## src/rtl/fmrom_loader_pkg.sv

```systemverilog
// Shared types and constants for the FM sound-memory boot loader.
// Holds the loader state encoding, memory geometry and the checksum accumulator.
package fmrom_loader_pkg;

  localparam int FMROM_ADDR_W = 14;
  localparam int FMROM_DEPTH  = 16384;
  localparam int FMROM_SUM_W  = 16;

  typedef enum logic [2:0] {
    ST_IDLE   = 3'd0,
    ST_LOAD   = 3'd1,
    ST_VERIFY = 3'd2,
    ST_DONE   = 3'd3,
    ST_ERROR  = 3'd4
  } fmrom_state_e;

  // 16-bit wrapping byte sum with clear; shared by the write and read sides.
  function automatic logic [FMROM_SUM_W-1:0] fmrom_sum16(
    input logic [FMROM_SUM_W-1:0] acc_i,
    input logic [7:0]             data_i,
    input logic                   clr_i
  );
    logic [FMROM_SUM_W-1:0] res;
    if (clr_i) begin
      res = {FMROM_SUM_W{1'b0}};
    end else begin
      res = acc_i + {{(FMROM_SUM_W-8){1'b0}}, data_i};
    end
    return res;
  endfunction

endpackage

```

## src/rtl/fmrom_loader.sv

```systemverilog
// Boot loader for the 16 KiB FM/OPL sound memory: streams bytes in, reads them
// back, compares checksums, and otherwise passes the FM engine address through.
module fmrom_loader
  import fmrom_loader_pkg::*;
#(
  parameter int ADDR_W = FMROM_ADDR_W,
  parameter int DEPTH  = FMROM_DEPTH
) (
  input  logic                   clock,
  input  logic                   reset_n,
  input  logic                   start,
  input  logic [7:0]             s_data,
  input  logic                   s_valid,
  output logic                   s_ready,
  input  logic [ADDR_W-1:0]      cpu_address,
  output logic [ADDR_W-1:0]      mem_address,
  output logic [7:0]             mem_data,
  output logic                   mem_wren,
  input  logic [7:0]             mem_q,
  output logic                   busy,
  output logic                   done,
  output logic                   error,
  output logic [FMROM_SUM_W-1:0] checksum
);

  localparam logic [ADDR_W-1:0] LAST_ADDR = ADDR_W'(DEPTH - 1);
  localparam logic [ADDR_W-1:0] PTR_ONE   = ADDR_W'(1);

  fmrom_state_e           state_q, state_d;
  logic [ADDR_W-1:0]      wr_ptr_q, wr_ptr_d;
  logic [ADDR_W-1:0]      rd_ptr_q, rd_ptr_d;
  logic [FMROM_SUM_W-1:0] sum_w_q, sum_w_d;
  logic [FMROM_SUM_W-1:0] sum_r_q, sum_r_d;
  logic [FMROM_SUM_W-1:0] checksum_q, checksum_d;
  logic                   rd_pending_q, rd_pending_d;
  logic                   rd_last_q, rd_last_d;
  logic                   done_q, done_d;
  logic                   error_q, error_d;
  logic [FMROM_SUM_W-1:0] sum_fin_s;

  // State and datapath registers.
  always_ff @(posedge clock or negedge reset_n) begin
    if (!reset_n) begin
      state_q      <= ST_IDLE;
      wr_ptr_q     <= '0;
      rd_ptr_q     <= '0;
      sum_w_q      <= '0;
      sum_r_q      <= '0;
      checksum_q   <= '0;
      rd_pending_q <= 1'b0;
      rd_last_q    <= 1'b0;
      done_q       <= 1'b0;
      error_q      <= 1'b0;
    end else begin
      state_q      <= state_d;
      wr_ptr_q     <= wr_ptr_d;
      rd_ptr_q     <= rd_ptr_d;
      sum_w_q      <= sum_w_d;
      sum_r_q      <= sum_r_d;
      checksum_q   <= checksum_d;
      rd_pending_q <= rd_pending_d;
      rd_last_q    <= rd_last_d;
      done_q       <= done_d;
      error_q      <= error_d;
    end
  end

  // Next-state logic and memory-side output muxing.
  always_comb begin
    state_d      = state_q;
    wr_ptr_d     = wr_ptr_q;
    rd_ptr_d     = rd_ptr_q;
    sum_w_d      = sum_w_q;
    sum_r_d      = sum_r_q;
    checksum_d   = checksum_q;
    rd_pending_d = 1'b0;
    rd_last_d    = rd_last_q;
    done_d       = done_q;
    error_d      = error_q;
    mem_address  = cpu_address;
    mem_data     = 8'h00;
    mem_wren     = 1'b0;
    s_ready      = 1'b0;
    sum_fin_s    = fmrom_sum16(sum_r_q, mem_q, 1'b0);

    case (state_q)
      ST_IDLE, ST_DONE, ST_ERROR: begin
        if (start) begin
          state_d  = ST_LOAD;
          wr_ptr_d = '0;
          sum_w_d  = fmrom_sum16(sum_w_q, 8'h00, 1'b1);
          done_d   = 1'b0;
          error_d  = 1'b0;
        end else begin
          state_d = state_q;
        end
      end

      ST_LOAD: begin
        mem_address = wr_ptr_q;
        mem_data    = s_data;
        mem_wren    = s_valid;
        s_ready     = 1'b1;
        if (s_valid) begin
          sum_w_d  = fmrom_sum16(sum_w_q, s_data, 1'b0);
          wr_ptr_d = wr_ptr_q + PTR_ONE;
          // Terminal count by compare, so the pointer may wrap afterwards.
          if (wr_ptr_q == LAST_ADDR) begin
            state_d    = ST_VERIFY;
            rd_ptr_d   = '0;
            sum_r_d    = fmrom_sum16(sum_r_q, 8'h00, 1'b1);
            rd_last_d  = 1'b0;
            checksum_d = sum_w_d;
          end else begin
            state_d = ST_LOAD;
          end
        end else begin
          state_d = ST_LOAD;
        end
      end

      ST_VERIFY: begin
        mem_address = rd_ptr_q;
        rd_ptr_d    = rd_ptr_q + PTR_ONE;
        if (rd_pending_q) begin
          sum_r_d = sum_fin_s;
        end else begin
          sum_r_d = sum_r_q;
        end
        // rd_last_q marks the extra cycle that catches the final read's data.
        if (rd_last_q) begin
          if (sum_fin_s == sum_w_q) begin
            state_d = ST_DONE;
            done_d  = 1'b1;
          end else begin
            state_d = ST_ERROR;
            error_d = 1'b1;
          end
        end else begin
          rd_pending_d = 1'b1;
          rd_last_d    = (rd_ptr_q == LAST_ADDR);
        end
      end

      default: begin
        state_d = ST_IDLE;
      end
    endcase
  end

  assign busy     = (state_q == ST_LOAD) || (state_q == ST_VERIFY);
  assign done     = done_q;
  assign error    = error_q;
  assign checksum = checksum_q;

endmodule
```

## config.mk

```make
export PLATFORM = sky130hd
export DESIGN_NAME = fmrom_loader
export DESIGN_NICKNAME = d
export VERILOG_FILES = /design/src/rtl/fmrom_loader_pkg.sv /design/src/rtl/fmrom_loader.sv
export SDC_FILE = /design/constraint.sdc
export NUM_CORES = 1
export LEC_CHECK = 0
export ABC_AREA = 1
export CORE_UTILIZATION = 54
export CTS_CLUSTER_DIAMETER = 150
export DETAILED_ROUTE_END_ITERATION = 8
export PLACE_DENSITY = 0.8
export REMOVE_ABC_BUFFERS = 1
export SLEW_MARGIN = 5
export SYNTH_ARGS = -nofsm -noshare
export SYNTH_HDL_FRONTEND = slang
export SYNTH_SLANG_ARGS = --single-unit
```

## constraint.sdc

```tcl
create_clock -name clock -period 3.2 [get_ports clock]
set_clock_uncertainty 0.2 [all_clocks]
set_input_delay 0.32 -clock clock [delete_from_list [all_inputs] [get_ports clock]]
set_output_delay 0.32 -clock clock [all_outputs]
set_load 0.05 [all_outputs]
```

==> reports/results.tsv, run 1 <==
metric	value	unit
outcome	finished, final reports clean	
p_clk_share	18.5	%
final_cell_mix	nand2_1 (224), inv_1 (116), dfrtp_1 (83)	
fin_nets	916	
clkSinkCount	83	
dp.cells	983	
ant_nets	0	
final_common_cell	nand2_1	
cts_tree	built	
core	0.00977	sq mm
worstSetupPathType	reg2out	
hold_ws	0.281	ns
cp_cell_sequence	nor3_4 -> inv_1 -> buf_4 -> nor2_1 -> clkdlybuf4s50_1	
startpoint_type	flip-flop	
htree_levels	3	
rr_startpoint	sum_r_q[0]	
stdcell_count	1000	
initial_utilization	55.8	%
finalSetupTns	0	ns
worstPathMaxFanout	12	
drc_errors	0	
place_ws	0.0106	ns
finalSetupViolCount	0	
p_comb_share	48.4	%
vias_per_cell	5.58	
rsz0062_at_grt	no	
synth_flop_cell	dfrtp_1	
cp-end-kind	output port	
avgSynthCellArea	7.04	sq um
relSlewSlack	26.1	%
io_pins	77	
grt-ovfl-total	0	
holdCritStartpoint	rd_last_q	
clkTransAtPathRegs	0.10	ns
antenna_found_initial	0	
port_buffers	76	
synth_top_area_share	38.1	%
dieHeight	102	um
finalCritPeriodShare	93.8	%
num_vias	5576	
die_x	102	um
drt_wl_total	15400	um
power_frac_seq	33.1	%
gp_congestion	0.945	
synth.distinct_cells	38	
crit_path_top_delay_cell	clkdlybuf4s50_1	
drt_first_pass_iters	7	
first_iter_violations	478	
hold_viol	0	
synth_top_cell_by_area	dfrtp_1	
min-delay-path-class	reg2reg	
area_delta_synth_final	21.8	%
slew_viol_final	0	
antenna_cells	0	
grtUsageTotal	31.8	%
worst_slew_pin_slew	1.11	ns
ys_ff_latch	83	
postSynthCellCount	774	
drv_cap	0	
dieArea	0.0105	sq mm
yosysWarnings	0	
p_int	2.17	mW
fin_area	0.00664	sq mm
cts_buffers	9	
grt_max_degree	84	
arrival	2.48	ns
grt_pass1_wl	25700	um
syn_area	0.00545	sq mm
vdd_drop_max	0.456	mV
ys_top_cells_by_area	dfrtp_1 (38%), nand2_1 (15%), inv_1 (8.0%), nand3_1 (7.5%), ha_1 (4.1%)	
p_switching	1.86	mW
cp_data_required_time	2.68	ns
rows	36	
first_global_vias	5383	
async_flop_share	100	%
finalCriticalPeriod	3.00	ns
dp_hpwl	11700	um
seq_area_frac_synth	38.1	%
postPlaceCellArea	0.00645	sq mm
cts_buffer_depth	2	
slowest_delay	0.82	ns
p_sw_share	46.2	%
routedWlPerCell	15.4	um
cts_root_buffer	clkbuf_8	
clkLatencyLatePin	0.37	ns
layout_setup_ws	0.200	ns
synth_edf_count	0	
drive_above_1_share	7.50	%
fillers	860	
p_per_area	607	mW/mm^2
critPathLaunch	state_q[2]	
fmax	333	MHz
leakagePower	3.25	nW
[registers in the layout (all words and copies together) (netlist names)]
signal and count:
state_q 3, rd_ptr_q 14, wr_ptr_q 14, error 1, sum_w_q 16, checksum 16
done 1, rd_last_q 1, rd_pending_q 1, sum_r_q 16
[power by group through the flow]
| stage | clock, mW | sequential [mW] | combinational (mW) |
|---|---|---|---|
| floorplan | 0 | 1.32 | 1.22 |
| global placement | 0 | 1.35 | 1.89 |
| detailed placement | 0 | 1.35 | 1.93 |
| CTS | 0.760 | 1.33 | 1.95 |
| global route | 0.803 | 1.35 | 2.12 |
| finish | 0.744 | 1.34 | 1.95 |
[critical path: cells and delay by family, from the launching register on]
kind | cells | cell delay, ns
buffers and inverters | 3 | 1.29
flip-flops | 1 | 0.45
AND/OR/NAND/NOR | 2 | 0.36
[timing repair]
| item | in CTS | in global routing |
|---|---|---|
| buffers inserted | 0 | 0 |
| endpoints found under the setup margin | 0 | 1 |
| hold endpoints to repair | 51 | 0 |
| hold buffers | 1 | 0 |
| gates resized for setup | 0 | 1 |
[cells in the mapped netlist (2+ instances only)]
library cell	n
nand2_1	224
inv_1	116
dfrtp_1	83
nand3_1	82
nor2_1	57
o21ai_0	38
a21oi_1	30
o22ai_1	26
ha_1	18
xor2_1	13
nor3_1	12
nand4_1	11
o221ai_1	9
clkbuf_1	8
o211ai_1	5
inv_2	4
nor2_2	4
nor2_4	4
xnor2_1	4
buf_2	3
fa_1	2
nand3b_1	2
nor3_2	2
nor4_1	2
o21a_1	2
[routing by layer]
metal  track usage (%)  share of wire (%)  vias up
met1              41.8                 44     2647
met2              53.3                 49      186
li1                  -                  -     2714
met3              4.99                5.3       29
met4              11.1                1.8        0
met5                 0                  0        -
[area by class of cell]
cell class	count	area (sq um)	share of cell area, %
Multi-Input combinational cell	557	2860	43.1
Sequential cell	83	2080	31.3
Timing Repair Buffer	90	896	13.5
Inverter	121	455	6.85
Tap cell	133	166	2.50
Clock buffer	10	138	2.07
Clock inverter	6	47.5	0.716
[final timing paths]
path                            cells after the start           end  slack, ns
worst max-delay path                                5   mem_data[0]       0.20
min in group asynchronous                           2    sum_r_q[5]       0.48
max in group asynchronous                           2    sum_w_q[5]       1.57
worst min-delay path                                1  rd_pending_q       0.28
worst max register to register                     17         error       0.46
worst min register to register                      1  rd_pending_q       0.28
[metrics by stage]
step / power, mW / util [%]
floorplan: 2.54 / -
CTS: 4.03 / 67.9
global placement: 3.24 / 65.9
finish: 4.03 / 68.0
detailed placement: 3.28 / 65.9
global route: 4.28 / 68.0
[cells by family after synthesis]
logic type      Yosys count  synth area share [%]
fa+ha+maj                20                  4.86
simple gates            405                  32.2
flops                    83                  38.1
compound gates          114                  12.3
xor+xnor                 18                  3.14
buf+inv                 134                  9.38
No activity file was read; power rests on OpenSTA's default activity.
==> inputs of run 2 (changes only) <==
CORE_UTILIZATION = 50   (was 54)
GPL_ROUTABILITY_DRIVEN = 1   (was unset)
PLACE_DENSITY = 0.75   (was 0.8)
==> run 2 against run 1 <==
Against the previous run: worst setup slack got worse by 0.069 ns; non-clock buffer count unchanged; hold slack got worse by 0.0026 ns; combinational power about the same; wire length decreased by 0.73%; register-to-register slack about the same; highest routed layer unchanged.
==> reports/results.tsv, run 2 (same netlist as run 1, synthesis figures left out) <==
metric	value	unit	change
outcome	finished, final reports clean		
area_delta_synth_final	22.2	%	
core	0.0105	sq mm	+7.0%
port_buffers	76		unchanged
final_common_cell	nand2_1		
leakagePower	3.25	nW	about the same
cp_cell_sequence	nor3_4 -> nand2_2 -> inv_2 -> clkdlybuf4s50_1		
antenna_found_initial	0		unchanged
gp_congestion	0.938		-0.68%
cp_top_family	buffers and inverters		
power_frac_seq	32.9	%	-0.2 points
clkLatencyLatePin	0.37	ns	about the same
dieArea	0.0113	sq mm	+7.8%
hold_viol	0		unchanged
cts_tree	built		
p_switching	1.84	mW	-1.4%
worst_slew_pin_slew	0.704	ns	-0.404 ns
finalCritPeriodShare	95.9	%	+2.1 points
finalCriticalPeriod	3.07	ns	+0.0686 ns
arrival	2.55	ns	+0.07 ns
drt_wl_total	15300	um	-0.73%
ant_nets	0		unchanged
hold_ws	0.278	ns	-0.00260 ns
p_clk_share	19.5	%	+1.0 points
p_comb_share	47.6	%	-0.8 points
min-delay-path-class	reg2reg		
startpoint_type	flip-flop		
relSlewSlack	53.0	%	+27 points
fmax	326	MHz	-2.2%
clkSinkCount	83		unchanged
drv_cap	0		unchanged
slew_viol_final	0		unchanged
final_cell_mix	nand2_1 (224), inv_1 (116), dfrtp_1 (83)		
cts_buffer_depth	2		unchanged
cts_buffers	9		unchanged
p_per_area	609	mW/mm^2	+0.30%
fin_nets	916		unchanged
clkTransAtPathRegs	0.10	ns	about the same
post_cts_buffers	0		unchanged
cp_data_required_time	2.68	ns	about the same
cp-end-kind	output port		
grt_pass1_wl	25800	um	+0.35%
initial_utilization	52.1	%	-3.7 points
num_vias	5548		-0.50%
antenna_cells	0		unchanged
place_ws	0.0193	ns	+0.00863 ns
rows	37		+2.8%
grt_max_degree	84		unchanged
cts_root_buffer	clkbuf_8		
p_int	2.22	mW	+2.3%
grtUsageTotal	28.9	%	-2.9 points
finalSetupTns	0	ns	unchanged
dp_hpwl	11700	um	+0.29%
grt-ovfl-total	0		unchanged
drc_errors	0		unchanged
worstSetupPathType	reg2out		
dieHeight	106	um	+3.8%
vdd_drop_max	0.363	mV	-20%
first_global_vias	5345		-0.71%
worstPathMaxFanout	11		-1
vias_per_cell	5.53		-0.80%
path_buf_inv	2		-1
rsz0062_at_grt	no		
htree_levels	3		unchanged
first_iter_violations	460		-3.8%
die_x	106	um	+3.8%
finalSetupViolCount	0		unchanged
layout_setup_ws	0.131	ns	-0.0686 ns
routedWlPerCell	15.3	um	-1.0%
crit_path_top_delay_cell	clkdlybuf4s50_1		
drt_first_pass_iters	5		-2
drive_above_1_share	7.27	%	-0.23 points
slowest_delay	0.85	ns	+0.03 ns
p_sw_share	45.3	%	-0.92 points
io_pins	77		unchanged
==> run 2: changes by cell type in the layout (fill, tap and decap cells not counted), sizes merged <==
cell / before / now
dlymetal6s2s: 1 / 0
clkbuf: 10 / 11
clkdlybuf4s50: 60 / 61
clkinvlp: 1 / 0
clkinv: 4 / 3
bufinv: 0 / 1
==> run 2: metrics by stage <==
step	instances	util [%]	instance area [sq um]	power [mW]
after global placement	986	61.8	6460	3.24
final	1003	63.7	6670	4.06
after detailed placement	986	61.8	6460	3.27
after CTS	1003	63.7	6670	4.06
after global routing	1003	63.7	6670	4.31
after floorplan	761	-	5400	2.54
==> run 2: metal layers <==
| layer | global-route usage [%] | share of wire (%) |
|---|---|---|
| met3 | 4.48 | 6.4 |
| met1 | 39.1 | 44 |
| met4 | 10.8 | 2.5 |
| met5 | 0 | 0 |
| met2 | 46.9 | 47 |
==> run 2: area by class of cell <==
type                            instances  area, sq um
Clock buffer                           11          131
Clock inverter                          5         61.3
Fill cell                             942         3800
Inverter                              121          455
Multi-Input combinational cell        557         2860
Sequential cell                        83         2080
Tap cell                              136          170
Timing Repair Buffer                   90          906
==> run 2: worst paths after layout <==
kind	depth (start not counted)	endpoint	from	slack (ns)
worst max-delay path	4	mem_wren	state_q[2]	0.13
worst min-delay path	1	rd_pending_q	rd_last_q	0.28
worst max register to register	10	checksum[14]	sum_w_q[0]	0.47
worst min register to register	1	rd_pending_q	rd_last_q	0.28
max in group asynchronous	3	sum_w_q[5]	reset_n	2.10
min in group asynchronous	3	sum_r_q[7]	reset_n	0.29
==> run 2: what timing repair did <==
action | CTS | global route
endpoints found under the setup margin | 0 | 0
resized for setup | 0 | 0
hold buffers | 1 | 0
hold endpoints to repair | 83 | 0
==> run 2: power groups by stage <==
| stage | clock network, mW | registers, mW | logic (mW) |
|---|---|---|---|
| after floorplan | 0 | 1.32 | 1.22 |
| after CTS | 0.807 | 1.33 | 1.93 |
| after global placement | 0 | 1.35 | 1.89 |
| after global routing | 0.851 | 1.35 | 2.11 |
| after detailed placement | 0 | 1.35 | 1.92 |
| final | 0.793 | 1.33 | 1.93 |
==> inputs of run 3 (changes only) <==
CORE_ASPECT_RATIO = 1.1   (was unset)
SETUP_SLACK_MARGIN = 0.02   (was unset)
==> run 3 against run 2 <==
Against the previous run: cell area up 2.5%; wire length up 1.8%; register-to-register slack worse by 0.18 ns; non-clock buffer count unchanged; clock power up 53%; critical path depth up 1; power up 11%; sequential power about the same; final cell count up 0.80%; count of clock-buffer cells in the layout unchanged; critical endpoint is now mem_data[3]; largest power group unchanged.
==> reports/results.tsv, run 3 (same netlist as run 1, synthesis figures left out) <==
metric	value	unit	change
outcome	finished, final reports clean		
drv_cap	0		unchanged
finalCriticalPeriod	3.04	ns	-0.0281 ns
area_delta_synth_final	25.3	%	
clkLatencyLatePin	0.34	ns	-0.03 ns
final_cell_mix	nand2_1 (224), inv_1 (115), dfrtp_1 (83)		
drive_above_1_share	7.72	%	+0.45 points
cp_data_required_time	2.68	ns	about the same
dieArea	0.0113	sq mm	about the same
vias_per_cell	5.50		-0.54%
finalSetupViolCount	0		unchanged
die_x	102	um	-4.6%
worstPathMaxFanout	8		-3
port_buffers	76		unchanged
grtUsageMet2	50.9	%	+4.0 points
grt-ovfl-total	0		unchanged
dieHeight	112	um	+4.8%
postPlaceCellArea	0.00644	sq mm	-0.41%
initial_utilization	52.0	%	-0.14 points
min-delay-path-class	reg2reg		
first_global_vias	5615		+5.1%
grt_max_degree	59		-30%
grt.busiest_layer	met2		
drt_wl_total	15600	um	+1.8%
relSlewSlack	48.4	%	-4.6 points
antenna_cells	0		unchanged
io_pins	77		unchanged
slew_viol_final	0		unchanged
slowest_delay	0.81	ns	-0.04 ns
cts_root_buffer	clkbuf_16		
final_common_cell	nand2_1		
clkTransAtPathRegs	0.06	ns	-0.04 ns
worst_slew_pin_slew	0.774	ns	+0.0704 ns
clkSinkCount	83		unchanged
grt_util_met1	36.3	%	-2.8 points
rows	39		+5.4%
p_per_area	660	mW/mm^2	+8.4%
cts_tree	built		
drt_first_pass_iters	5		unchanged
path_buf_inv	3		+1
finalCritPeriodShare	95.0	%	-0.88 points
htree_levels	3		unchanged
leakagePower	3.34	nW	+2.9%
layout_setup_ws	0.159	ns	+0.0281 ns
rsz0062_at_grt	no		
dp.cells	990		+0.41%
worstSetupPathType	reg2out		
hold_viol	0		unchanged
vdd_drop_max	0.471	mV	+30%
cts_buffer_depth	2		unchanged
cp_cell_sequence	nor3_4 -> clkinvlp_4 -> buf_4 -> nor2_1 -> clkdlybuf4s50_1		
gp_congestion	0.931		-0.76%
dp_hpwl	11800	um	+0.61%
crit_path_top_delay_cell	clkdlybuf4s50_1		
fin_nets	917		+0.11%
place_ws	-0.0398	ns	-0.0591 ns
cp_top_family	buffers and inverters		
cp-end-kind	output port		
grtUsageMet3	5.27	%	+0.80 points
routedWlPerCell	15.4	um	+0.98%
grt_pass1_wl	26000	um	+0.61%
first_iter_violations	421		-8.5%
num_vias	5562		+0.25%
ant_nets	0		unchanged
antenna_found_initial	0		unchanged
post-route-util	65.1	%	+1.4 points
startpoint_type	flip-flop		
core	0.0105	sq mm	+0.28%
cts_buffers	9		unchanged
drc_errors	0		unchanged
p_total	4.51	mW	+11%
grtUsageTotal	29.5	%	+0.53 points
fmax	329	MHz	+0.92%
stdcell_count	1011		+0.80%
arrival	2.52	ns	-0.03 ns
fin_area	0.00683	sq mm	+2.5%
[run 3: tightest hold or removal path, stage by stage (launching register included)]
cell and delay [ns]:
dfrtp_1 0.34, nand2_1 0.05, o21ai_0 0.06
[run 3: metal layers]
metal / share of wire [%] / routed length (um)
met3: 5.6 / 879
met1: 42 / 6510
met4: 2.1 / 321
met5: 0 / 0
met2: 50 / 7870
[run 3: power breakdown]
part	total [mW]	internal (mW)	switching, mW
logic	1.96	0.673	1.28
clock network	1.21	0.782	0.430
registers	1.34	1.18	0.157
[run 3: final cells by class]
cell class	count	area, sq um
Clock buffer	11	243
Timing Repair Buffer	90	901
Inverter	121	459
Sequential cell	83	2080
Tap cell	143	179
Timing Repair inverter	1	5.00
Clock inverter	5	100
Multi-Input combinational cell	557	2870
Fill cell	915	3660
[run 3: final timing paths]
check	start	endpoint	slack (ns)	cells past startpoint
setup / recovery	state_q[2]	mem_data[3]	0.16	5
hold / removal	checksum[1]	checksum[1]	0.29	2
max in group asynchronous	reset_n	wr_ptr_q[12]	1.71	3
setup reg to reg	state_q[2]	rd_ptr_q[7]	0.29	11
hold reg to reg	checksum[1]	checksum[1]	0.29	2
min in group asynchronous	reset_n	sum_r_q[8]	0.40	2
[run 3: through the flow]
step | TNS [ns] | hold slack (ns)
after detailed placement | -0.0398 | 0.243
after global routing | 0 | 0.311
final | 0 | 0.287
after floorplan | -5.28 | -0.176
after CTS | 0 | 0.290
after global placement | 0 | 0.247
[run 3: repair_timing]
action                     4_1_cts  5_1_grt
hold buffers                     1        0
gates resized for setup          0        5
buffers inserted                 0        3
setup endpoints to repair        0       21
hold endpoints to repair        56        0
